--- src/rtl/cmp_pkg.sv ---
// ---------------------------------------------------------------------------
// cmp_pkg
// Shared definitions for the comparator and its sweep driver:
//   CMP_N_DEF          default operand width
//   CMP_CNT_W_DEF      default sweep length / index / match counter width
//   cmp_sweep_state_t  sweep driver FSM state encoding
// ---------------------------------------------------------------------------
package cmp_pkg;

    localparam int CMP_N_DEF     = 8;
    localparam int CMP_CNT_W_DEF = 8;

    typedef enum logic [1:0] {
        IDLE = 2'd0,
        RUN  = 2'd1,
        DONE = 2'd2
    } cmp_sweep_state_t;

endpackage

--- src/rtl/cmp_match_tracker.sv ---
// ---------------------------------------------------------------------------
// cmp_match_tracker
// Accumulates comparator results over one sweep.
// Ports:
//   clk        clock, rising edge
//   rst        synchronous active-high reset
//   clear      zero all results (sweep accepted)
//   sample_en  the current element is live and must be sampled
//   z          comparator result for the current element
//   idx        index of the current element
//   match_cnt  number of sampled z=1
//   found      at least one match since the last clear
//   first_idx  index of the first match, 0 if none
// ---------------------------------------------------------------------------
module cmp_match_tracker
    import cmp_pkg::*;
#(
    parameter int CNT_W = CMP_CNT_W_DEF
) (
    input  logic             clk,
    input  logic             rst,
    input  logic             clear,
    input  logic             sample_en,
    input  logic             z,
    input  logic [CNT_W-1:0] idx,
    output logic [CNT_W-1:0] match_cnt,
    output logic             found,
    output logic [CNT_W-1:0] first_idx
);

    // match_cnt cannot wrap: it is bounded by the sweep length, itself a
    // CNT_W-bit quantity.
    always_ff @(posedge clk) begin
        if (rst || clear) begin
            match_cnt <= '0;
            found     <= 1'b0;
            first_idx <= '0;
        end else if (sample_en && z) begin
            match_cnt <= match_cnt + CNT_W'(1);
            if (!found) begin
                found     <= 1'b1;
                first_idx <= idx;
            end
        end
    end

endmodule

--- src/rtl/cmp_sweep_driver.sv ---
// ---------------------------------------------------------------------------
// cmp_sweep_driver
// Issues one operand pair per cycle to the combinational comparator and
// collects its z flag over a sweep of `count` elements.
//
//   state | meaning
//   ------+-----------------------------------------------------------
//   IDLE  | ready for a sweep request, results held
//   RUN   | element idx on cmp_x/cmp_y, z sampled at end of cycle
//   DONE  | one-cycle done pulse, results valid
//
// Ports:
//   clk, rst                     clock and synchronous active-high reset
//   start_valid / start_ready    sweep request handshake
//   x_base, x_step, y_const      operand generation, latched on accept
//   count                        number of elements (0 legal)
//   abort                        end a running sweep, current element dropped
//   cmp_x, cmp_y, cmp_valid      comparator operands and liveness
//   cmp_z                        comparator result
//   done                         one-cycle end-of-sweep pulse
//   aborted                      last sweep ended by abort
//   match_cnt, found, first_idx  sweep results
// ---------------------------------------------------------------------------
module cmp_sweep_driver
    import cmp_pkg::*;
#(
    parameter int N     = CMP_N_DEF,
    parameter int CNT_W = CMP_CNT_W_DEF
) (
    input  logic             clk,
    input  logic             rst,
    input  logic             start_valid,
    output logic             start_ready,
    input  logic [N-1:0]     x_base,
    input  logic [N-1:0]     x_step,
    input  logic [N-1:0]     y_const,
    input  logic [CNT_W-1:0] count,
    input  logic             abort,
    output logic [N-1:0]     cmp_x,
    output logic [N-1:0]     cmp_y,
    output logic             cmp_valid,
    input  logic             cmp_z,
    output logic             done,
    output logic             aborted,
    output logic [CNT_W-1:0] match_cnt,
    output logic             found,
    output logic [CNT_W-1:0] first_idx
);

    cmp_sweep_state_t state_q, state_d;

    logic [N-1:0]     x_step_q;
    logic [CNT_W-1:0] rem_q;     // elements still to issue, including current
    logic [CNT_W-1:0] idx_q;
    logic             accept;
    logic             sample_en;
    logic             last;

    assign accept    = (state_q == IDLE) && start_valid;
    assign sample_en = (state_q == RUN) && !abort;
    assign last      = (rem_q == CNT_W'(1));

    always_ff @(posedge clk) begin
        if (rst) state_q <= IDLE;
        else     state_q <= state_d;
    end

    always_comb begin
        state_d     = state_q;
        start_ready = 1'b0;
        cmp_valid   = 1'b0;
        done        = 1'b0;
        case (state_q)
            IDLE: begin
                start_ready = 1'b1;
                if (start_valid) state_d = (count == '0) ? DONE : RUN;
            end
            RUN: begin
                cmp_valid = 1'b1;
                if (abort || last) state_d = DONE;
            end
            DONE: begin
                done    = 1'b1;
                state_d = IDLE;
            end
            default: state_d = IDLE;
        endcase
    end

    // Operands are loaded only for a non-empty sweep and only advanced when
    // another element follows, so the bus keeps showing the last element
    // issued once the sweep ends (and keeps the previous sweep's last pair
    // through a zero-length sweep).
    always_ff @(posedge clk) begin
        if (rst) begin
            cmp_x    <= '0;
            cmp_y    <= '0;
            x_step_q <= '0;
            rem_q    <= '0;
            idx_q    <= '0;
            aborted  <= 1'b0;
        end else if (accept) begin
            x_step_q <= x_step;
            rem_q    <= count;
            idx_q    <= '0;
            aborted  <= 1'b0;
            if (count != '0) begin
                cmp_x <= x_base;
                cmp_y <= y_const;
            end
        end else if (state_q == RUN) begin
            if (abort) begin
                aborted <= 1'b1;
            end else begin
                rem_q <= rem_q - CNT_W'(1);
                idx_q <= idx_q + CNT_W'(1);
                if (!last) cmp_x <= cmp_x + x_step_q;
            end
        end
    end

    cmp_match_tracker #(
        .CNT_W (CNT_W)
    ) u_tracker (
        .clk       (clk),
        .rst       (rst),
        .clear     (accept),
        .sample_en (sample_en),
        .z         (cmp_z),
        .idx       (idx_q),
        .match_cnt (match_cnt),
        .found     (found),
        .first_idx (first_idx)
    );

endmodule
--- config.mk ---
export PLATFORM = sky130hd
export DESIGN_NAME = cmp_sweep_driver
export DESIGN_NICKNAME = d
export VERILOG_FILES = /design/src/rtl/cmp_pkg.sv /design/src/rtl/cmp_match_tracker.sv /design/src/rtl/cmp_sweep_driver.sv
export SDC_FILE = /design/constraint.sdc
export NUM_CORES = 1
export LEC_CHECK = 0
export BUFFER_PORTS_ARGS = -buffer_cell sky130_fd_sc_hd__buf_2
export CAP_MARGIN = 0
export CORE_ASPECT_RATIO = 0.9
export CORE_MARGIN = 2
export CORE_UTILIZATION = 35
export CTS_BUF_LIST = sky130_fd_sc_hd__clkbuf_16
export CTS_CLUSTER_SIZE = 25
export DETAILED_ROUTE_END_ITERATION = 10
export GPL_ROUTABILITY_DRIVEN = 0
export HOLD_SLACK_MARGIN = 0.06
export PLACE_DENSITY = 0.61
export SYNTH_ARGS = -nofsm -noshare
export SYNTH_HDL_FRONTEND = slang
export SYNTH_SLANG_ARGS = --single-unit
export TNS_END_PERCENT = 20
--- constraint.sdc ---
create_clock -name clk -period 4.11 [get_ports clk]
set_input_delay 0.2055 -clock clk [delete_from_list [all_inputs] [get_ports clk]]
set_output_delay 0.2055 -clock clk [all_outputs]
set_load 0.02 [all_outputs]
---- Word-level counts from Yosys, hierarchy flattened ----
Index checks and enable logic that the tools add are counted.
storage, ports and cells
  bits in registers ....................... 60
  logic and storage cells ................. 57
  output and inout port bits .............. 37
  input bits .............................. 37
operators by class
  equality and inequality tests ........... 8
  mux-type cells .......................... 15
  reductions and logical operators ........ 18
  bitwise operators ....................... 2
  add/subtract/negate cells ............... 4
operators by type and width
  cell                                                 number
  2-to-1 mux 8 bit                                     8
  adder 8 x 1 -> 8 bit, second input constant          2
  AND reduction 2 bit                                  6
  adder 8 bit                                          1
  equality test 8 x 1 -> 1 bit, second input constant  1
  logical NOT 8 bit                                    1
  nonzero test 8 bit                                   1
  subtractor 8 x 1 -> 8 bit, second input constant     1
  2-to-1 mux 2 bit                                     3
  != test 2 bit, second input constant                 3
  != test 2 x 1 -> 1 bit, second input constant        2
  case mux 2 bit (2 select lines)                      1
  AND reduction 4 bit                                  1
  logical AND 1 bit                                    3
  2-to-1 mux 1 bit                                     3
  equality test 2 x 1 -> 1 bit, second input constant  1
  equality test 2 bit, second input constant           1
  logical NOT 2 bit                                    1
  logical OR 1 bit                                     2
  inverter 1 bit                                       2
  nonzero test 2 bit                                   1
  OR reduction 2 bit                                   1
  logical NOT 1 bit                                    1

---- Depth between registers and ports, before layout ----
Gate-level depths: netlist of run 1.
  word-level depth ........................ 5
  gate-level depth with buffers ........... 9

---- Hierarchy ----
A second synthesis of run 1 with hierarchy kept.
second synthesis, totals
  cells, all modules ...................... 345
  area total of the unflattened synthesis .. 2937.8 µm²
by module, submodules not included
  module             times used  cells each  area each (µm²)
  cmp_sweep_driver   1           272         2248.4
  cmp_match_tracker  1           73          689.4

---- Least setup slack after synthesis of run 1 ----
OpenSTA, ideal clock, no wires.
  path kind ............................... register -> register
  start ................................... register cmp_x[0]
  end ..................................... register cmp_x[6]
  path buffers ............................ 0
  period minus slack after synthesis ...... 1.914 ns
  setup slack ............................. 2.196 ns
  stages on the path, launching flop included .. 9
  arrival time ............................ 1.776 ns
  path through ............................ dfxtp_1 > ha_1 > inv_1 > fa_1 > nand2b_1 > a21oi_1 > nor4_1 > a41oi_1 > a311oi_2
on the way
  word-level cells in the longest chain between the ends .. 5
ends and longest elaborated chain
  element                 RTL line                 RTL
  from (decl)             cmp_sweep_driver.sv:39   output logic [N-1:0] cmp_x,
  from (signal assigned)  cmp_sweep_driver.sv:108  cmp_x <= x_base;
  from (signal assigned)  cmp_sweep_driver.sv:117  if (!last) cmp_x <= cmp_x + x_step_q;
  adder 8 bit             cmp_sweep_driver.sv:117
  2-to-1 mux 8 bit        cmp_sweep_driver.sv:117
  2-to-1 mux 8 bit        cmp_sweep_driver.sv:112  if (abort) begin
  2-to-1 mux 8 bit        cmp_sweep_driver.sv:111  end else if (state_q == RUN) begin
  2-to-1 mux 8 bit        cmp_sweep_driver.sv:102  end else if (accept) begin
No other way between the ends. The select of a mux whose other input is x is not followed.
A chain may end at the register's enable or synchronous reset.

---- Worst setup path in the final report of run 1 ----
  start ................................... register state_q[1]
  end ..................................... register cmp_x[5]
on the way
  word-level cells in the longest chain between the ends .. 4
ends and longest elaborated chain
  element                                                       RTL line                RTL
  from (decl)                                                   cmp_sweep_driver.sv:50  cmp_sweep_state_t state_q, state_d;
  from (signal assigned)                                        cmp_sweep_driver.sv:65  else state_q <= state_d;
  logical NOT 2 bit                                             cmp_sweep_driver.sv:59  assign accept = (state_q == IDLE) && start_valid;
  logical AND 1 bit                                             cmp_sweep_driver.sv:59
  != test 2 bit (no source line), or another cell as far along  n/a
  AND reduction 4 bit (no source line)                          n/a
Several ways; a longest one is shown, not always the timed one.

==> out/qor.csv, run 1 <==
metric;value;unit
synth_area_per_cell;8.48;µm²
syn-num-nets;386;
clock.fmax;0.383;GHz
synth_top_area_share;42.0;%
min_path_type;in2reg;
finalHoldViolCount;0;
cts_sinks;60;
grt_pass1_wl;11.1;mm
std_cell_rows;31;
cp_max_fo;22;
die_x;99.2;µm
cts_tree;yes;
hold_ws;0.123;ns
cp_top_family;simple AND/OR/NAND/NOR gates;
dp.cells;493;
ff2ff_setup_slack;1.50;ns
syn_area;2860;µm²
drc;0;
netlist_instances;337;
clk_path_buf_depth;2;
power_frac_comb;15.0;%
viasPerCell;5.07;
layout.cells.non_filler;509;
synth_ff_type;dfxtp_1;
drt_iter0_drc;87;
grt_start_max_net_pins;34;
slew_headroom;39.8;%
io_buffers;73;
dr.pass1.iters;4;
cp_slowest_cell;or3b_1;
dp_hpwl;4.59;mm
antenna_found_initial;0;
drv_slew;0;
post_cts_resized;0;
clk_pin_slew_worst_paths;0.05;ns
path_cells;or3b_1, a21oi_4, or2_1, nor2_1, a311oi_2;
start_util;35.8;%
clock_latency;0.32;ns
clock-root-buffer;clkbuf_16;
layout.nets;454;
worst_setup_path_end_kind;flip-flop;
ys_types;49;
core;7990;µm²
wirelength;6.55;mm
synthArstFlopShare;0;%
p_per_area;468;nW/µm²
crit_path_start_kind;flip-flop;
cts_hold_buffers;0;
synth_area_leaders;dfxtp_1, nor2_1, nand2_1, a21oi_1, ha_1;
wl_per_cell;12.9;µm
ys_seq_elements;60;
clock_skew;0.00243;ns
yosys_warnings;0;
totalPowerFinal;1.67;mW
post-cts-setup-buffer-count;0;
diodes;0;
h-tree-depth;3;
final.setup.tns;0;ns
grt.total_usage;15.2;%
yosysSeqAreaShare;42.0;%
grt-ovfl-total;0;
worst-path-buf-inv;0;
critPathMaxStageDelay;0.73;ns
p_sw_share;26.2;%
numCtsBuffers;9;
rsz0062_at_grt;no;
ir_drop;167;µV
synth-edff-count;0;
drv_cap;0;
fin_crit;2.61;ns
power.leakage;1.54;nW
ioPinCount;74;
drive_above_1_share;24.1;%
grt_pass1_vias;2385;
crit_required;4.34;ns
die_area;8900;µm²
fillers;788;
seqPwrFrac;38.6;%
crit_type;reg2reg;
cp.arrival;2.84;ns
outcome;finished clean;
clockPowerShare;46.5;%
tightest_slew;0.901;ns
yosys.area.top_type;dfxtp_1;
via_count;2579;
drtAntennaViolNets;0;
die_y;89.7;µm
p_sw;439;µW
finalCritPeriodShare;63.5;%
intPower;1.23;mW
setup_viol;0;
area_delta_synth_final;25.3;%
==> path summary, 6_finish.rpt <==
check	start	cells after the start	endpoint
hold reg to reg	x_step_q[2]	2	x_step_q[2]
setup / recovery	state_q[1]	5	cmp_x[5]
hold / removal	x_step[2]	3	x_step_q[2]
setup reg to reg	state_q[1]	5	cmp_x[5]
==> cell type report <==
type / instances / area (µm²) / area share, %
Clock buffer: 9 / 225 / 6.29
Clock inverter: 7 / 83.8 / 2.34
Inverter: 8 / 30.0 / 0.839
Multi-Input combinational cell: 252 / 1540 / 43.1
Sequential cell: 60 / 1200 / 33.6
Tap cell: 99 / 124 / 3.46
Timing Repair Buffer: 74 / 373 / 10.4
==> kinds of logic after synthesis <==
group	after synthesis	synth area share (%)
buffers and inverters	25	3.99
xor gates and xnor gates	18	5.52
adders and majority gates	12	5.52
muxes	8	2.80
AOI/OAI and AO/OA	77	18.0
DFF	60	42.0
and+or+nand+nor	137	22.1
==> registers in the layout, summed over array words and instances (netlist names) <==
name / count
u_tracker.found: 1
state_q: 2
u_tracker.first_idx: 8
u_tracker.match_cnt: 8
cmp_y: 8
idx_q: 8
aborted: 1
rem_q: 8
cmp_x: 8
x_step_q: 8
==> per-layer routing <==
| layer | up-vias | global-route usage (%) | wire [µm] |
|---|---|---|---|
| li1 | 1314 | - | - |
| met4 | 0 | 6.16 | 90 |
| met2 | 61 | 23.9 | 2980 |
| met1 | 1197 | 19.7 | 3130 |
| met3 | 7 | 4.04 | 353 |
| met5 | - | 0 | 0 |
==> synthesized netlist by cell type, types with 2 or more instances <==
cell type	instances
dfxtp_1	60
nor2_1	52
inv_1	8
nor4_1	4
o211ai_1	2
nor4_2	2
buf_1	2
a311oi_2	5
nand2_1	48
nand3_1	8
a31oi_1	3
and3_1	3
xnor2_1	3
nand4_1	3
ha_1	11
xor2_1	15
a211oi_1	3
nand2b_1	2
clkbuf_1	12
o21ai_0	19
and2_1	3
mux2i_1	8
a21oi_1	30
a221oi_1	6
==> placed cells by master (no fill, tap or decap), types with 2 or more instances in the layout <==
master     count
buf_2         73
nor2_1        52
a221oi_1       6
dfxtp_1       60
nor4_2         2
bufinv_16      2
o21ai_0       19
nand3_1        8
nor4_1         4
a31oi_1        3
nand4_1        3
a21oi_1       30
nand2_1       48
xor2_1        15
and3_1         3
nand2b_1       2
o211ai_1       2
xnor2_1        3
a211oi_1       3
clkbuf_16      9
inv_1         10
ha_1          11
and2_1         3
mux2i_1        8
a311oi_2       5
==> metrics by stage <==
stage | utilization (%) | instance area, µm² | setup WS, ns
detailed placement | 40.9 | 3270 | 1.50
CTS | 44.8 | 3580 | 1.50
global placement | 40.9 | 3270 | 1.56
finish | 44.8 | 3580 | 1.50
floorplan | - | 2860 | 2.20
global route | 44.8 | 3580 | 1.32
==> power by group through the flow <==
stage	logic [mW]	registers [mW]	clock network, mW
after detailed placement	0.250	0.657	0
after global placement	0.247	0.656	0
final	0.251	0.645	0.778
after floorplan	0.169	0.671	0
after global routing	0.280	0.650	0.823
after CTS	0.252	0.645	0.792
==> tightest hold or removal path, cell delays in order <==
cell	delay, ns
buf_2	0.09
nand2_1	0.04
a21oi_1	0.05
(Power assumes the default switching activity.)
==> inputs of run 2 (changes only) <==
--- a/config.mk
+++ b/config.mk
@@ -15,7 +15,7 @@
 export DETAILED_ROUTE_END_ITERATION = 10
 export GPL_ROUTABILITY_DRIVEN = 0
 export HOLD_SLACK_MARGIN = 0.06
-export PLACE_DENSITY = 0.61
+export PLACE_DENSITY = 0.63
 export SYNTH_ARGS = -nofsm -noshare
 export SYNTH_HDL_FRONTEND = slang
 export SYNTH_SLANG_ARGS = --single-unit
==> constraint.sdc (replaced) <==
create_clock -name clk -period 2.4 [get_ports clk]
set_input_delay 0.12 -clock clk [delete_from_list [all_inputs] [get_ports clk]]
set_output_delay 0.12 -clock clk [all_outputs]
set_load 0.02 [all_outputs]
==> run 2 against run 1 <==
Compared with the run above:
- total power is 71% higher
- register-to-register slack worse by 1.1 ns
- die area is the same
- non-clock buffer count increased by 25
- setup slack got worse by 1.1 ns
- global-route usage up 0.95 points
- combinational power rose by 89%
- sequential power is 71% higher
- maximum frequency up 31%
- hold slack got worse by 0.036 ns
- critical path depth is 1 higher
- first-iteration DRC count decreased by 4.6%
- critical path type unchanged
==> out/qor.csv, run 2 (synthesis results as in run 1) <==
metric;value;unit;change
drv_cap;0;;unchanged
diodes;0;;unchanged
io_buffers;73;;unchanged
grt-ovfl-total;0;;unchanged
clock-root-buffer;clkbuf_16;;
drive_above_1_share;25.3;%;+1.1 points
worst-path-buf-inv;1;;+1
drt_iter0_drc;83;;-4.6%
clk_path_buf_depth;2;;unchanged
path_cells;or3b_2, a21oi_1, or2_1, buf_4, nor2_1, a311oi_2;;
clock_skew;0.00806;ns;+0.00563 ns
cp_slowest_cell;or3b_2;;
cp.arrival;2.23;ns;-0.61 ns
seqCellArea;1200;µm²;unchanged
clk_pin_slew_worst_paths;0.06;ns;about the same
drtAntennaViolNets;0;;unchanged
finalHoldViolCount;0;;unchanged
numCtsBuffers;9;;unchanged
die_y;89.7;µm;unchanged
layout.cells.non_filler;534;;+4.9%
cp_top_family;simple AND/OR/NAND/NOR gates;;
area_delta_synth_final;33.0;%;
power.leakage;1.64;nW;+6.8%
via_count;2632;;+2.1%
cts_tree;yes;;
grt_start_max_net_pins;27;;-21%
rsz0062_at_grt;no;;
fin_crit;1.99;ns;-0.615 ns
ir_drop;393;µV;+130%
multi_input_area;1540;µm²;unchanged
clock_latency;0.32;ns;about the same
slew_headroom;66.1;%;+26 points
core;7990;µm²;unchanged
clock.fmax;0.502;GHz;+31%
grt.total_usage;16.1;%;+0.95 points
wl_per_cell;13.0;µm;+1.2%
finalCritPeriodShare;83.1;%;+20 points
setup_viol;0;;unchanged
viasPerCell;4.93;;-2.7%
dr.pass1.iters;5;;+1
crit_path_start_kind;flip-flop;;
crit_required;2.63;ns;-1.71 ns
grt_pass1_wl;11.6;mm;+5.1%
worst_setup_path_end_kind;flip-flop;;
final_area;3800;µm²;+6.2%
met1_usage;20.7;%;+1.0 points
crit_type;reg2reg;;
totalPowerFinal;2.86;mW;+71%
layout_common_cells;buf_2, dfxtp_1, nor2_1;;
die_x;99.2;µm;unchanged
layout_commonest_cell;buf_2;;
wirelength;6.96;mm;+6.2%
cts_sinks;60;;unchanged
layout.nets;479;;+5.5%
tightest_slew;0.507;ns;-0.394 ns
final.setup.tns;0;ns;unchanged
h-tree-depth;3;;unchanged
cp_max_fo;17;;-23%
post_cts_resized;0;;unchanged
layout_setup_ws;0.406;ns;-1.09 ns
pre_cts_slack;0.420;ns;-1.08 ns
grt_pass1_vias;2498;;+4.7%
critPathMaxStageDelay;0.62;ns;-0.11 ns
outcome;finished clean;;
p_per_area;752;nW/µm²;+61%
drv_slew;0;;unchanged
std_cell_rows;31;;unchanged
dp_hpwl;4.83;mm;+5.4%
ioPinCount;74;;unchanged
drc;0;;unchanged
antenna_found_initial;0;;unchanged
postPlaceCellArea;3330;µm²;+1.8%
start_util;35.8;%;unchanged
die_area;8900;µm²;unchanged
min_path_type;in2reg;;
fillers;764;;-3.0%
top_usage_layer;met2;;
use_met3;3.97;%;-0.078 points
use_met2;26.4;%;+2.5 points
dp.cells;501;;+1.6%
[run 2: what timing repair did]
item	4_1_cts	5_1_grt
setup buffers	0	0
hold endpoints to repair	17	0
hold buffers	17	0
[run 2: area by class of cell]
| class | count | area share (%) |
|---|---|---|
| Clock buffer | 9 | 5.93 |
| Clock inverter | 7 | 1.98 |
| Inverter | 8 | 0.790 |
| Multi-Input combinational cell | 252 | 40.6 |
| Sequential cell | 60 | 31.6 |
| Tap cell | 99 | 3.26 |
| Timing Repair Buffer | 99 | 15.9 |
[run 2: stage by stage]
step | hold slack, ns | util [%]
floorplan | 0.256 | -
global placement | 0.353 | 41.7
detailed placement | 0.367 | 41.7
CTS | 0.0713 | 47.6
global route | 0.0857 | 47.6
finish | 0.0872 | 47.6
[run 2: path summary, 6_finish.rpt]
path | depth (start not counted) | to | slack (ns) | from
hold reg to reg | 2 | x_step_q[0] | 0.46 | x_step_q[0]
setup / recovery | 6 | cmp_x[5] | 0.41 | state_q[0]
setup reg to reg | 6 | cmp_x[5] | 0.41 | state_q[0]
hold / removal | 3 | cmp_x[4] | 0.09 | x_base[4]
[run 2: per-layer routing]
metal | vias to the layer above | part of all wire (%)
li1 | 1356 | -
met1 | 1215 | 45
met2 | 57 | 49
met3 | 4 | 4.8
met4 | 0 | 0.93
met5 | - | 0
[run 2: worst min-delay path, stage by stage]
cell and delay, ns:
buf_2 0.10, nand2_1 0.06, a311oi_2 0.08
[run 2: report_power, final]
part	internal (mW)	switching, mW	leakage, nW
combinational	0.201	0.275	1.00
clock	0.808	0.470	0.150
sequential	1.05	0.0514	0.490
total	2.06	0.796	1.64
